[src/rtl/gshare_predictor_pkg.sv]
// Shared constants and helpers for the gshare branch predictor.
// RISC-V control-flow opcodes, register numbers used for return-address
// detection, immediate extraction and 2-bit counter saturation.
package gshare_predictor_pkg;
  localparam logic [6:0] OP_BRANCH = 7'b1100011;
  localparam logic [6:0] OP_JAL    = 7'b1101111;
  localparam logic [6:0] OP_JALR   = 7'b1100111;
  localparam logic [4:0] REG_ZERO  = 5'd0;
  localparam logic [4:0] REG_RA    = 5'd1;

  typedef logic [31:0] addr_t;

  function automatic addr_t imm_b(input logic [31:0] i);
    return {{20{i[31]}}, i[7], i[30:25], i[11:8], 1'b0};
  endfunction

  function automatic addr_t imm_j(input logic [31:0] i);
    return {{12{i[31]}}, i[19:12], i[20], i[30:21], 1'b0};
  endfunction

  function automatic logic [1:0] sat_upd(input logic [1:0] c, input logic up);
    if (up) return (c == 2'd3) ? c : c + 2'd1;
    else    return (c == 2'd0) ? c : c - 2'd1;
  endfunction
endpackage

[src/rtl/gshare_predictor_if.sv]
// Fetch / prediction / commit / statistics bundle of the predictor.
// master: fetch and commit source (front end + ROB); slave: the predictor.
interface gshare_predictor_if #(parameter int GHR_W = 8);
  logic             fetch_valid;
  logic [31:0]      fetch_pc;
  logic [31:0]      fetch_inst;
  logic [31:0]      pred_pc;
  logic             pred_jump;
  logic [GHR_W-1:0] pred_ghr;
  logic             rob_br;
  logic             rob_br_jump;
  logic [31:0]      rob_br_pc;
  logic [GHR_W-1:0] rob_br_ghr;
  logic             rob_flush;
  logic [31:0]      stat_br_cnt;
  logic [31:0]      stat_miss_cnt;

  modport master (
    output fetch_valid, fetch_pc, fetch_inst,
    output rob_br, rob_br_jump, rob_br_pc, rob_br_ghr, rob_flush,
    input  pred_pc, pred_jump, pred_ghr, stat_br_cnt, stat_miss_cnt
  );
  modport slave (
    input  fetch_valid, fetch_pc, fetch_inst,
    input  rob_br, rob_br_jump, rob_br_pc, rob_br_ghr, rob_flush,
    output pred_pc, pred_jump, pred_ghr, stat_br_cnt, stat_miss_cnt
  );
endinterface

[src/rtl/gshare_predictor_ras_stack.sv]
// Circular return-address stack.
// Ports: clk, rst (async active-low), push/pop/clear strobes, push_addr,
// top (newest entry), empty. A push when full overwrites the oldest entry;
// a pop when empty is ignored. clear wins over push/pop.
module ras_stack #(
  parameter int DEPTH = 4
) (
  input  logic        clk,
  input  logic        rst,
  input  logic        push,
  input  logic        pop,
  input  logic        clear,
  input  logic [31:0] push_addr,
  output logic [31:0] top,
  output logic        empty
);
  localparam int PW = $clog2(DEPTH);
  localparam logic [PW:0] CNT_MAX = (PW+1)'(DEPTH);

  logic [DEPTH-1:0][31:0] r_mem;
  logic [PW-1:0]          r_ptr;   // next free slot; top lives at r_ptr-1
  logic [PW:0]            r_cnt;
  logic [PW-1:0]          w_top_idx;

  assign w_top_idx = r_ptr - 1'b1;
  assign top       = r_mem[w_top_idx];
  assign empty     = (r_cnt == '0);

  always_ff @(posedge clk or negedge rst) begin
    if (!rst) begin
      r_ptr <= '0;
      r_cnt <= '0;
    end else if (clear) begin
      r_ptr <= '0;
      r_cnt <= '0;
    end else if (push) begin
      r_ptr <= r_ptr + 1'b1;
      if (r_cnt != CNT_MAX) r_cnt <= r_cnt + 1'b1;
    end else if (pop && !empty) begin
      r_ptr <= w_top_idx;
      r_cnt <= r_cnt - 1'b1;
    end
  end

  // Entries are only read behind a nonzero count, so no reset needed.
  always_ff @(posedge clk) begin
    if (push && !clear) r_mem[r_ptr] <= push_addr;
  end
endmodule

[src/rtl/gshare_predictor.sv]
// Gshare / bimodal branch predictor with return-address stack.
// Ports: clk, rst (async active-low), rdy (stall when low), bus (slave side
// of gshare_predictor_if: fetch in, prediction out, commit in, stats out).
// Prediction is combinational on the fetch inputs; all state updates on clk.
module gshare_predictor
  import gshare_predictor_pkg::*;
#(
  parameter int IDX_W     = 8,
  parameter int GHR_W     = 8,
  parameter int MODE      = 1,
  parameter int RAS_DEPTH = 4
) (
  input logic clk,
  input logic rst,
  input logic rdy,
  gshare_predictor_if.slave bus
);
  localparam int N = 1 << IDX_W;

  logic [N-1:0][1:0] r_bht;
  logic [GHR_W-1:0]  r_ghr;
  logic [31:0]       r_br_cnt, r_miss_cnt;

  logic [IDX_W-1:0]  w_ghr_ext, w_upd_ext, w_f_idx, w_u_idx;
  logic [6:0]        w_op;
  logic [4:0]        w_rd, w_rs1;
  logic [31:0]       w_pc4, w_pred_pc, w_ras_top;
  logic              w_pred_jump, w_is_br, w_push, w_pop, w_ras_empty;
  logic              w_spec_ok;
  logic [GHR_W:0]    w_ghr_spec, w_ghr_fix;
  logic              w_unused_pc;

  assign w_op  = bus.fetch_inst[6:0];
  assign w_rd  = bus.fetch_inst[11:7];
  assign w_rs1 = bus.fetch_inst[19:15];
  assign w_pc4 = bus.fetch_pc + 32'd4;

  // History is zero-extended up to the index width before hashing.
  always_comb begin
    w_ghr_ext = '0;
    w_upd_ext = '0;
    w_ghr_ext[GHR_W-1:0] = r_ghr;
    w_upd_ext[GHR_W-1:0] = bus.rob_br_ghr;
  end

  assign w_f_idx = bus.fetch_pc[IDX_W+1:2]  ^ ((MODE == 1) ? w_ghr_ext : '0);
  assign w_u_idx = bus.rob_br_pc[IDX_W+1:2] ^ ((MODE == 1) ? w_upd_ext : '0);
  assign w_unused_pc = ^{bus.rob_br_pc[31:IDX_W+2], bus.rob_br_pc[1:0]};

  always_comb begin
    w_pred_pc   = w_pc4;
    w_pred_jump = 1'b0;
    w_is_br     = 1'b0;
    w_push      = 1'b0;
    w_pop       = 1'b0;
    if (rst && bus.fetch_valid) begin
      case (w_op)
        OP_BRANCH: begin
          w_is_br = 1'b1;
          if (r_bht[w_f_idx][1]) begin
            w_pred_pc   = bus.fetch_pc + imm_b(bus.fetch_inst);
            w_pred_jump = 1'b1;
          end
        end
        OP_JAL: begin
          w_pred_pc   = bus.fetch_pc + imm_j(bus.fetch_inst);
          w_pred_jump = 1'b1;
          w_push      = (w_rd == REG_RA);
        end
        OP_JALR: begin
          // Only the canonical return (jalr x0, 0(x1)) uses the stack.
          if (w_rs1 == REG_RA && w_rd == REG_ZERO && !w_ras_empty) begin
            w_pred_pc   = w_ras_top;
            w_pred_jump = 1'b1;
            w_pop       = 1'b1;
          end
        end
        default: ;
      endcase
    end
  end

  // A flush kills whatever fetch happens in the same cycle.
  assign w_spec_ok  = rdy && !bus.rob_flush;
  assign w_ghr_spec = {r_ghr, w_pred_jump};
  assign w_ghr_fix  = {bus.rob_br_ghr, bus.rob_br_jump};

  ras_stack #(.DEPTH(RAS_DEPTH)) u_ras (
    .clk       (clk),
    .rst       (rst),
    .push      (w_push && w_spec_ok),
    .pop       (w_pop && w_spec_ok),
    .clear     (rdy && bus.rob_flush),
    .push_addr (w_pc4),
    .top       (w_ras_top),
    .empty     (w_ras_empty)
  );

  always_ff @(posedge clk or negedge rst) begin
    if (!rst) begin
      r_bht      <= '0;
      r_ghr      <= '0;
      r_br_cnt   <= '0;
      r_miss_cnt <= '0;
    end else if (rdy) begin
      if (bus.rob_br) begin
        r_bht[w_u_idx] <= sat_upd(r_bht[w_u_idx], bus.rob_br_jump);
        r_br_cnt       <= r_br_cnt + 32'd1;
        if (bus.rob_flush) r_miss_cnt <= r_miss_cnt + 32'd1;
      end
      // Repair from the resolved branch's snapshot; a bare flush keeps GHR.
      if (bus.rob_flush) begin
        if (bus.rob_br) r_ghr <= w_ghr_fix[GHR_W-1:0];
      end else if (w_is_br) begin
        r_ghr <= w_ghr_spec[GHR_W-1:0];
      end
    end
  end

  assign bus.pred_pc       = w_pred_pc;
  assign bus.pred_jump     = w_pred_jump;
  assign bus.pred_ghr      = r_ghr;
  assign bus.stat_br_cnt   = r_br_cnt;
  assign bus.stat_miss_cnt = r_miss_cnt;
endmodule
[src/flat_wrapper.sv]
// flat-port wrapper written by rule: the top's interface ports become plain ports
module gshare_predictor_flat import gshare_predictor_pkg::*;
#(
  parameter int IDX_W     = 8,
  parameter int GHR_W     = 8,
  parameter int MODE      = 1,
  parameter int RAS_DEPTH = 4
)
  (clk, rst, rdy, bus_fetch_valid, bus_fetch_pc, bus_fetch_inst, bus_rob_br, bus_rob_br_jump, bus_rob_br_pc, bus_rob_br_ghr, bus_rob_flush, bus_pred_pc, bus_pred_jump, bus_pred_ghr, bus_stat_br_cnt, bus_stat_miss_cnt);
  gshare_predictor_if #(.GHR_W(GHR_W)) bus_i ();
  input logic clk;
  input logic rst;
  input logic rdy;
  input wire logic [$bits(bus_i.fetch_valid)-1:0] bus_fetch_valid;
  input wire logic [$bits(bus_i.fetch_pc)-1:0] bus_fetch_pc;
  input wire logic [$bits(bus_i.fetch_inst)-1:0] bus_fetch_inst;
  input wire logic [$bits(bus_i.rob_br)-1:0] bus_rob_br;
  input wire logic [$bits(bus_i.rob_br_jump)-1:0] bus_rob_br_jump;
  input wire logic [$bits(bus_i.rob_br_pc)-1:0] bus_rob_br_pc;
  input wire logic [$bits(bus_i.rob_br_ghr)-1:0] bus_rob_br_ghr;
  input wire logic [$bits(bus_i.rob_flush)-1:0] bus_rob_flush;
  output wire logic [$bits(bus_i.pred_pc)-1:0] bus_pred_pc;
  output wire logic [$bits(bus_i.pred_jump)-1:0] bus_pred_jump;
  output wire logic [$bits(bus_i.pred_ghr)-1:0] bus_pred_ghr;
  output wire logic [$bits(bus_i.stat_br_cnt)-1:0] bus_stat_br_cnt;
  output wire logic [$bits(bus_i.stat_miss_cnt)-1:0] bus_stat_miss_cnt;
  assign bus_i.fetch_valid = bus_fetch_valid;
  assign bus_i.fetch_pc = bus_fetch_pc;
  assign bus_i.fetch_inst = bus_fetch_inst;
  assign bus_i.rob_br = bus_rob_br;
  assign bus_i.rob_br_jump = bus_rob_br_jump;
  assign bus_i.rob_br_pc = bus_rob_br_pc;
  assign bus_i.rob_br_ghr = bus_rob_br_ghr;
  assign bus_i.rob_flush = bus_rob_flush;
  assign bus_pred_pc = bus_i.pred_pc;
  assign bus_pred_jump = bus_i.pred_jump;
  assign bus_pred_ghr = bus_i.pred_ghr;
  assign bus_stat_br_cnt = bus_i.stat_br_cnt;
  assign bus_stat_miss_cnt = bus_i.stat_miss_cnt;
  gshare_predictor #(.IDX_W(IDX_W), .GHR_W(GHR_W), .MODE(MODE), .RAS_DEPTH(RAS_DEPTH)) u_core (.clk(clk), .rst(rst), .rdy(rdy), .bus(bus_i));
endmodule
[config.mk]
export PLATFORM = sky130hd
export DESIGN_NAME = gshare_predictor_flat
export DESIGN_NICKNAME = d
export VERILOG_FILES = /design/src/rtl/gshare_predictor_pkg.sv /design/src/rtl/gshare_predictor_if.sv /design/src/rtl/gshare_predictor_ras_stack.sv /design/src/rtl/gshare_predictor.sv /design/src/flat_wrapper.sv
export SDC_FILE = /design/constraint.sdc
export NUM_CORES = 2
export LEC_CHECK = 0
export BUFFER_PORTS_ARGS = -buffer_cell sky130_fd_sc_hd__buf_2
export CORE_AREA = 2 2 339 341
export DETAILED_ROUTE_END_ITERATION = 16
export DIE_AREA = 0 0 341 343
export GPL_TIMING_DRIVEN = 0
export SLEW_MARGIN = 5
export SYNTH_ARGS = -nofsm -noshare
export SYNTH_HDL_FRONTEND = slang
export SYNTH_SLANG_ARGS = --single-unit
[constraint.sdc]
create_clock -name clk -period 5 [get_ports clk]
set_input_delay 0.75 -clock clk [delete_from_list [all_inputs] [get_ports clk]]
set_output_delay 0.75 -clock clk [all_outputs]
set_load 0.02 [all_outputs]
Word-level counts from Yosys, hierarchy flattened. Cells that the tools add are included.

Bits in registers: 717. Bits in latches: 0. RAM bits: 0. Memory bits (read-only): 0. Input port bits: 111. Word-level logic and storage cells: 357. Memories kept: 0.

Add/sub/neg operators: 11. Multiply operators: 0. Div/mod/pow operators: 0. Magnitude comparators: 6. Equal/unequal tests: 9. Shift-type cells: 0. Multiplexer cells: 41. Bitwise gates (word level): 2. Reduce and logical (&&, ||, !) cells: 23.

Operators by type and width (number): 512-bit bitwise mux (1); 32-bit two-way mux (5); 128-bit bitwise mux (1); 32-bit case mux with 3 select lines (1); 32-bit by 1-bit adder with 32-bit output, second input constant (2); 32-bit adder (2); 32-bit binary-select mux with 2-bit select (1); 32-bit demux with 2-bit select (1); 32-bit by 3-bit adder with 32-bit output, second input constant (1); 2-bit binary-select mux with 8-bit select (2); 8-bit two-way mux (3); 2-bit two-way mux (11); 7-bit == test, second input constant (3); 8-bit by 9-bit less-than comparator with 1-bit output, second input constant (2); 2-bit demux with 8-bit select (1); 8-bit bitwise XOR (2); 3-bit two-way mux (4); 1-bit logical AND (11); 5-bit by 1-bit == test with 1-bit output, second input constant (2); 1-bit two-way mux (9); 8-bit by 1-bit greater-or-equal comparator with 1-bit output, second input constant (1); 2-bit by 3-bit less-than comparator with 1-bit output, second input constant (2); 3-bit AND reduction (2); 5-bit zero test (1); other kinds (16) (21).

Logic depth before layout (Yosys ltp).
Depth in word-level cells: 11. Mapped depth: 16. Gate-level depth less buffers: 12.

Cells and area by module. From an unflattened synthesis, not the netlist that was laid out.

Cell total of the unflattened synthesis: 3732. Area total of the unflattened synthesis: 38040.2 um^2.

Modules (own cells, without submodules): gshare_predictor (times used 1, cells an instance 3515, area each 32992.9 um^2, sequential area each 14614.0 um^2); ras_stack (times used 1, cells an instance 217, area each 5047.3 um^2, sequential area each 3968.8 um^2).

Least setup slack after synthesis. No wires, ideal clock.

Path kind: input to output. From: in bus_fetch_pc[2]. To: out bus_pred_pc[15]. Data arrival time: 4.064 ns. Data required time: 4.250 ns. Slack: 0.186 ns. Cell stages on the path: 12. Path through: buf_2 xor2_4 buf_4 mux4_2 a2111oi_0 a21oi_1 nor4_1 o211ai_1 a31oi_1 clkbuf_1 o21ai_0 o21ai_0.

Longest elaborated chain between the ends: 6. Elaborated cells on any way between the ends: 10.

Ends and longest elaborated chain: from (decl) (line flat_wrapper.sv:15) `input wire logic [$bits(bus_i.fetch_pc)-1:0] bus_fetch_pc;`; 8-bit bitwise XOR (line gshare_predictor.sv:46) `assign w_f_idx = bus.fetch_pc[IDX_W+1:2] ^ ((MODE == 1) ? w_ghr_ext : '0);`; 2-bit binary-select mux with 8-bit select (line gshare_predictor.sv:60) `if (r_bht[w_f_idx][1]) begin`; 2-bit two-way mux (not written as such) (line gshare_predictor.sv:60); 32-bit two-way mux (line gshare_predictor.sv:60); 32-bit case mux with 3 select lines (line gshare_predictor.sv:57) `case (w_op)`; 32-bit two-way mux * (line gshare_predictor.sv:56) `if (rst && bus.fetch_valid) begin`; to (decl) (line flat_wrapper.sv:22) `output wire logic [$bits(bus_i.pred_pc)-1:0] bus_pred_pc;`.

Mark *: on every way between the ends. The rest lies on a longest branch, timed or not. The select of a mux whose other input is x is not followed.

Worst setup path after layout.
From: reg u_core.r_ghr[1], in the netlist u_core.bus.pred_ghr[1]. To: out bus_pred_pc[17].

Longest elaborated chain between the ends: 6.

Ends and longest elaborated chain: from (decl) (line gshare_predictor.sv:21) `logic [GHR_W-1:0] r_ghr;`; from (signal assigned) (line gshare_predictor.sv:113) `if (bus.rob_br) r_ghr <= w_ghr_fix[GHR_W-1:0];`; from (signal assigned) (line gshare_predictor.sv:115) `r_ghr <= w_ghr_spec[GHR_W-1:0];`; 8-bit bitwise XOR (line gshare_predictor.sv:46); 2-bit binary-select mux with 8-bit select (line gshare_predictor.sv:60); 2-bit two-way mux (not written as such) (line gshare_predictor.sv:60); 32-bit two-way mux (line gshare_predictor.sv:60); 32-bit case mux with 3 select lines (line gshare_predictor.sv:57); 32-bit two-way mux (line gshare_predictor.sv:56).

Every way passes these cells. The select of a mux whose other input is x is not followed.

==> results <==
- The critical path's largest stage delay is 0.50 ns.
- For this run, the share of the core covered by cells in the final layout is between 40% and 50%.
- For this run, the leading register cell type out of synthesis is sky130_fd_sc_hd__dfrtp_1.
- The starting density of the core is 34.6%.
- The count of unresolved DRC violations after routing is 0.
- The die covers 0.117 mm^2.
- Headroom to the max-slew limit came out at 12.7%.
- The slowest library cell on the worst path is sky130_fd_sc_hd__dfrtp_2.
- The count of nets left with antenna violations after detail routing is 0.
- Summing over every cut layer, the via total after detailed routing is 29,000.
- The required time of the worst setup path is 4.25 ns.
- Internal power comes to 11.0 mW.
- Dividing the detail-routed via count by the number of cells gives 5.76.
- The flow ran to the end, but the final reports show violations.
- Per report_power, the combinational group accounts for between 20% and 30% of the total.
- After detailed routing, the average wire length per cell comes to 27.0 um.
- The synthesized area per cell is 12.6 um^2.
- Clock-pin slew was measured on the worst setup and hold paths at 0.05 ns.
- The hold buffer count at CTS is 0.
- Registers are responsible for 40.3% of the overall power.
- From synthesis to final layout, the design area changed by 19.1%.
- The number of iterations in the first detailed-routing pass is 6.
- Once placement finished, the instance area stood at between 0.04 and 0.05 mm^2.
- The CTS buffer count is 80.
- Synthesis produced a netlist with a net count of 3,283.
- Ranked by total cell area, the synthesized netlist is headed by sky130_fd_sc_hd__dfrtp_1 (38%), sky130_fd_sc_hd__mux2_2 (15%), sky130_fd_sc_hd__mux4_2 (12%).
- The multi-input combinational cells in the finished layout cover a total of 0.0200 mm^2.
- Setup repair after global routing could not meet its margin everywhere.
- In this run the number of H-tree levels came out at 3.
- The share of the yosys chip area belonging to registers is 47.3%.
- The clock net sink count is 717.
- For this run, the number of standard cells in the final layout without fillers is 5,034.
- The cell area that synthesis handed to floorplanning was 0.0393 mm^2.
- Port buffering added 190 buffers.
- The number of nets in the layout is around 3,600.
- The number of antenna violations at the first check in global routing came to 4.
- The placeable core region is 0.113 mm^2.
- During synthesis, Yosys emitted a total of 0 warnings.
- The proportion of synthesized flip-flops having asynchronous set or reset is 82.1%.
- The routability-driven placement congestion ratio is 1.01.
- Sorting the synthesized cells by how often they occur yields sky130_fd_sc_hd__dfrtp_1 (589), sky130_fd_sc_hd__mux2_2 (516), sky130_fd_sc_hd__nand2_1 (440).
- The logic depth of the worst register-to-register path is 15.
- The share of post-route cells with drive strength above 1 is 39.2%.
- For this run, the total global-route usage over all layers was measured as 22.8%.
- The net switching share of the total power is 30.4%.
- STA classifies the critical path startpoint as a register.
- The capture point of the worst reg-to-reg path is u_core.bus.pred_ghr[0]$_DFFE_PN0P_.
- The worst path arrival time is 4.56 ns.
- The worst setup path is captured at an output pin.
- The root buffer cell chosen for the clock tree is sky130_fd_sc_hd__clkbuf_16.
- The final reports fail on setup timing.
- The total power of the final layout is 15.9 mW.
- The routed design has 136 mm of wire.
- The remaining global-route overflow is 0.
- The first global-routing pass estimated approximately 200 mm of wire.
- On the final layout, the worst clock skew is 0.0459 ns.
- The fraction of the cycle the final worst path needs is 106%.
- In this run the critical register-to-register path is launched from u_core.bus.pred_ghr[1]$_DFFE_PN0P_.
- After legalization and detailed placement, the total HPWL measured 96.2 mm.
- The sequential cells in the finished layout cover a total of 0.0186 mm^2.
- In this run the vertical extent of the chip is 343 um.
- At the pin with the least slew margin, the transition time is 1.30 ns.
- The number of standard-cell rows in the floorplan is 124.
- The via count of the first global-routing pass was 28,600.
- VDD sags by at most 276 uV.
- The floorplan step set the die width to 341 um.
- For the finished layout, the period the worst path requires is 5.31 ns.
- The top-area cell type share of the netlist area is a little under two fifths.
- The final hold violation count came to 0.
- The start-to-end type of the worst setup path is register to output pin.
- Across all hold checks on the routed design, the worst slack comes to 0.0377 ns.
- The power density of the placed cells is 339 mW/mm^2.
- The clock power share is 38.0%.
- Entering global routing, the biggest net connects between 100 and 150 pins.
- Summed over all instances, the cell type with the most area after synthesis is sky130_fd_sc_hd__dfrtp_1.
- The initial DRC count is 3,472.
- Once routing completed, OpenROAD measured the worst setup slack at -0.308 ns.
- Clock latency on the worst-skew pair, taken at its later pin, is between 0.6 and 0.7 ns.
- The sum of negative setup slack is -8.10 ns.
- The setup slack of the most critical reg-to-reg path is roughly 1.1 ns.
- After technology mapping, the gate count stands at between 3,000 and 4,000.
- The number of slew-limit violations in the final report is 0.
- The number of placed cells counting well taps is 4,832.
- Setup violations remaining at the end of the flow were counted as 32.
- The maximum clock insertion buffer count is 3.
- The signal on the critical path passes through xor2_4, buf_12, buf_4, buf_4, mux4_2, nand2_1, a21oi_2, nor4_4, o211ai_1, buf_4, a31oi_4, buf_6, buf_6, a211o_1, o2bb2ai_2, buf_6.
- The largest driver fanout on the critical path is 10.
- After synthesis, the netlist uses 72 different library cells.
- After synthesis the netlist holds a flip-flop and latch count of 717.
- The net switching component of the power is just under 5 mW.
- The max-cap violation count is 0.
- The CTS tree is yes.
- The count of flip-flops with a built-in enable after synthesis is 128.
- At the placement stage, the worst setup path has a slack of -3.27 ns.
- Derived from the worst setup path, the maximum achievable clock frequency is 0.188 GHz.
- The leakage power is 20.4 nW.
- The final instance area is 0.0468 mm^2.
- The total I/O pin count is approximately 220.
- In this run the worst hold path is classified as input pin to async pin.
- In the post-synthesis netlist, the cell with the most instances is sky130_fd_sc_hd__dfrtp_1.
- Counting the fill cells in the layout gives 10,700.
[kinds of logic (layout without fill, tap and decap cells)]
| logic type | count (synthesis) | count (layout) | synth area share, % |
|---|---|---|---|
| adder cells (fa/ha/maj) | 54 | 54 | 1.77 |
| AND/OR/NAND/NOR | 784 | 784 | 8.75 |
| buffers and inverters | 231 | 633 | 3.62 |
| AO/OA/AOI/OAI | 358 | 358 | 5.78 |
| XOR/XNOR | 172 | 172 | 3.92 |
| multiplexers | 803 | 803 | 28.9 |
| other | 0 | 1 | 0 |
| flip-flops | 717 | 717 | 47.3 |
[layer usage]
layer	track usage (%)	share of wire [%]	wire length, um	vias up
li1	-	-	-	12300
met1	31.2	41	56200	14900
met2	34.6	44	59800	1489
met3	6.41	10	13900	335
met4	8.31	4.3	5900	2
met5	0	0.0052	7	-
[timing repair]
action	4_1_cts	5_1_grt
setup buffers	42	17
setup endpoints to repair	547	513
gates resized for setup	249	97
pin swaps	28	25
gates cloned	2	1
[state kept, by name, indices dropped and copies added (netlist names)]
register	cells
u_core.u_ras.r_ptr	2
u_core.u_ras.r_mem	128
u_core.u_ras.r_cnt	3
u_core.bus.stat_miss_cnt	32
u_core.bus.stat_br_cnt	32
u_core.bus.pred_ghr	8
u_core.r_bht	512
[final cells by class]
cell class,count,share of cell area [%]
multi-input combinational,2171,42.8
sequential,717,39.7
clock buffer,117,5.19
timing repair buffer,261,4.09
tap,1512,4.04
buffer,194,3.41
clock inverter,29,0.527
inverter,32,0.257
antenna,1,0.00535
[power groups by stage]
stage | combinational, mW | sequential (mW) | clock (mW)
after global placement | 2.92 | 6.48 | 0
final | 3.44 | 6.40 | 6.03
after global routing | 3.57 | 6.42 | 6.33
after detailed placement | 2.95 | 6.49 | 0
after CTS | 3.28 | 6.39 | 6.11
after floorplan | 1.72 | 6.49 | 0
[cells in the final DEF, fill, tap and decap left out, types with 28 or more instances in the layout]
cell                        netlist  final
sky130_fd_sc_hd__xor2_1          64     58
sky130_fd_sc_hd__xnor2_1        105    100
sky130_fd_sc_hd__mux4_2         211    211
sky130_fd_sc_hd__nand2_1        440    439
sky130_fd_sc_hd__clkbuf_1        90     65
sky130_fd_sc_hd__nor2_1         108    104
sky130_fd_sc_hd__clkbuf_16        0     87
sky130_fd_sc_hd__nor3_1          30     28
sky130_fd_sc_hd__mux2_2         516    516
sky130_fd_sc_hd__ha_1            50     49
sky130_fd_sc_hd__buf_2           27    174
sky130_fd_sc_hd__nand4_1         40     40
sky130_fd_sc_hd__nand3_1         77     70
sky130_fd_sc_hd__edfxtp_1       128    128
sky130_fd_sc_hd__buf_4           13     80
sky130_fd_sc_hd__dfrtp_1        589    585
sky130_fd_sc_hd__a21oi_1        115     93
sky130_fd_sc_hd__mux2i_1         75     74
sky130_fd_sc_hd__buf_6           60     78
sky130_fd_sc_hd__o21ai_0         78     44
sky130_fd_sc_hd__inv_1           32     32
[critical path, delay by kind of cell (launching register included)]
family | cells | cell delay, ns
compound gates | 5 | 0.71
mux | 1 | 0.37
simple gates | 2 | 0.59
buf+inv | 7 | 1.52
flops | 1 | 0.50
xor+xnor | 1 | 0.22
[worst max-delay path by stage]
stage                                                   from                               end  slack, ns
final                     u_core.bus.pred_ghr[1]$_DFFE_PN0P_                   bus_pred_pc[17]      -0.31
after global placement                                   rst  u_core.u_ras.r_mem[80]$_DFFE_PP_     -12.08
after global routing      u_core.bus.pred_ghr[0]$_DFFE_PN0P_                   bus_pred_pc[17]      -0.32
after detailed placement                     bus_fetch_pc[2]                    bus_pred_pc[4]      -3.27
after CTS                 u_core.bus.pred_ghr[0]$_DFFE_PN0P_                    bus_pred_pc[6]      -0.23
after floorplan                              bus_fetch_pc[2]                   bus_pred_pc[15]       0.19
(Power assumes the default switching activity.)
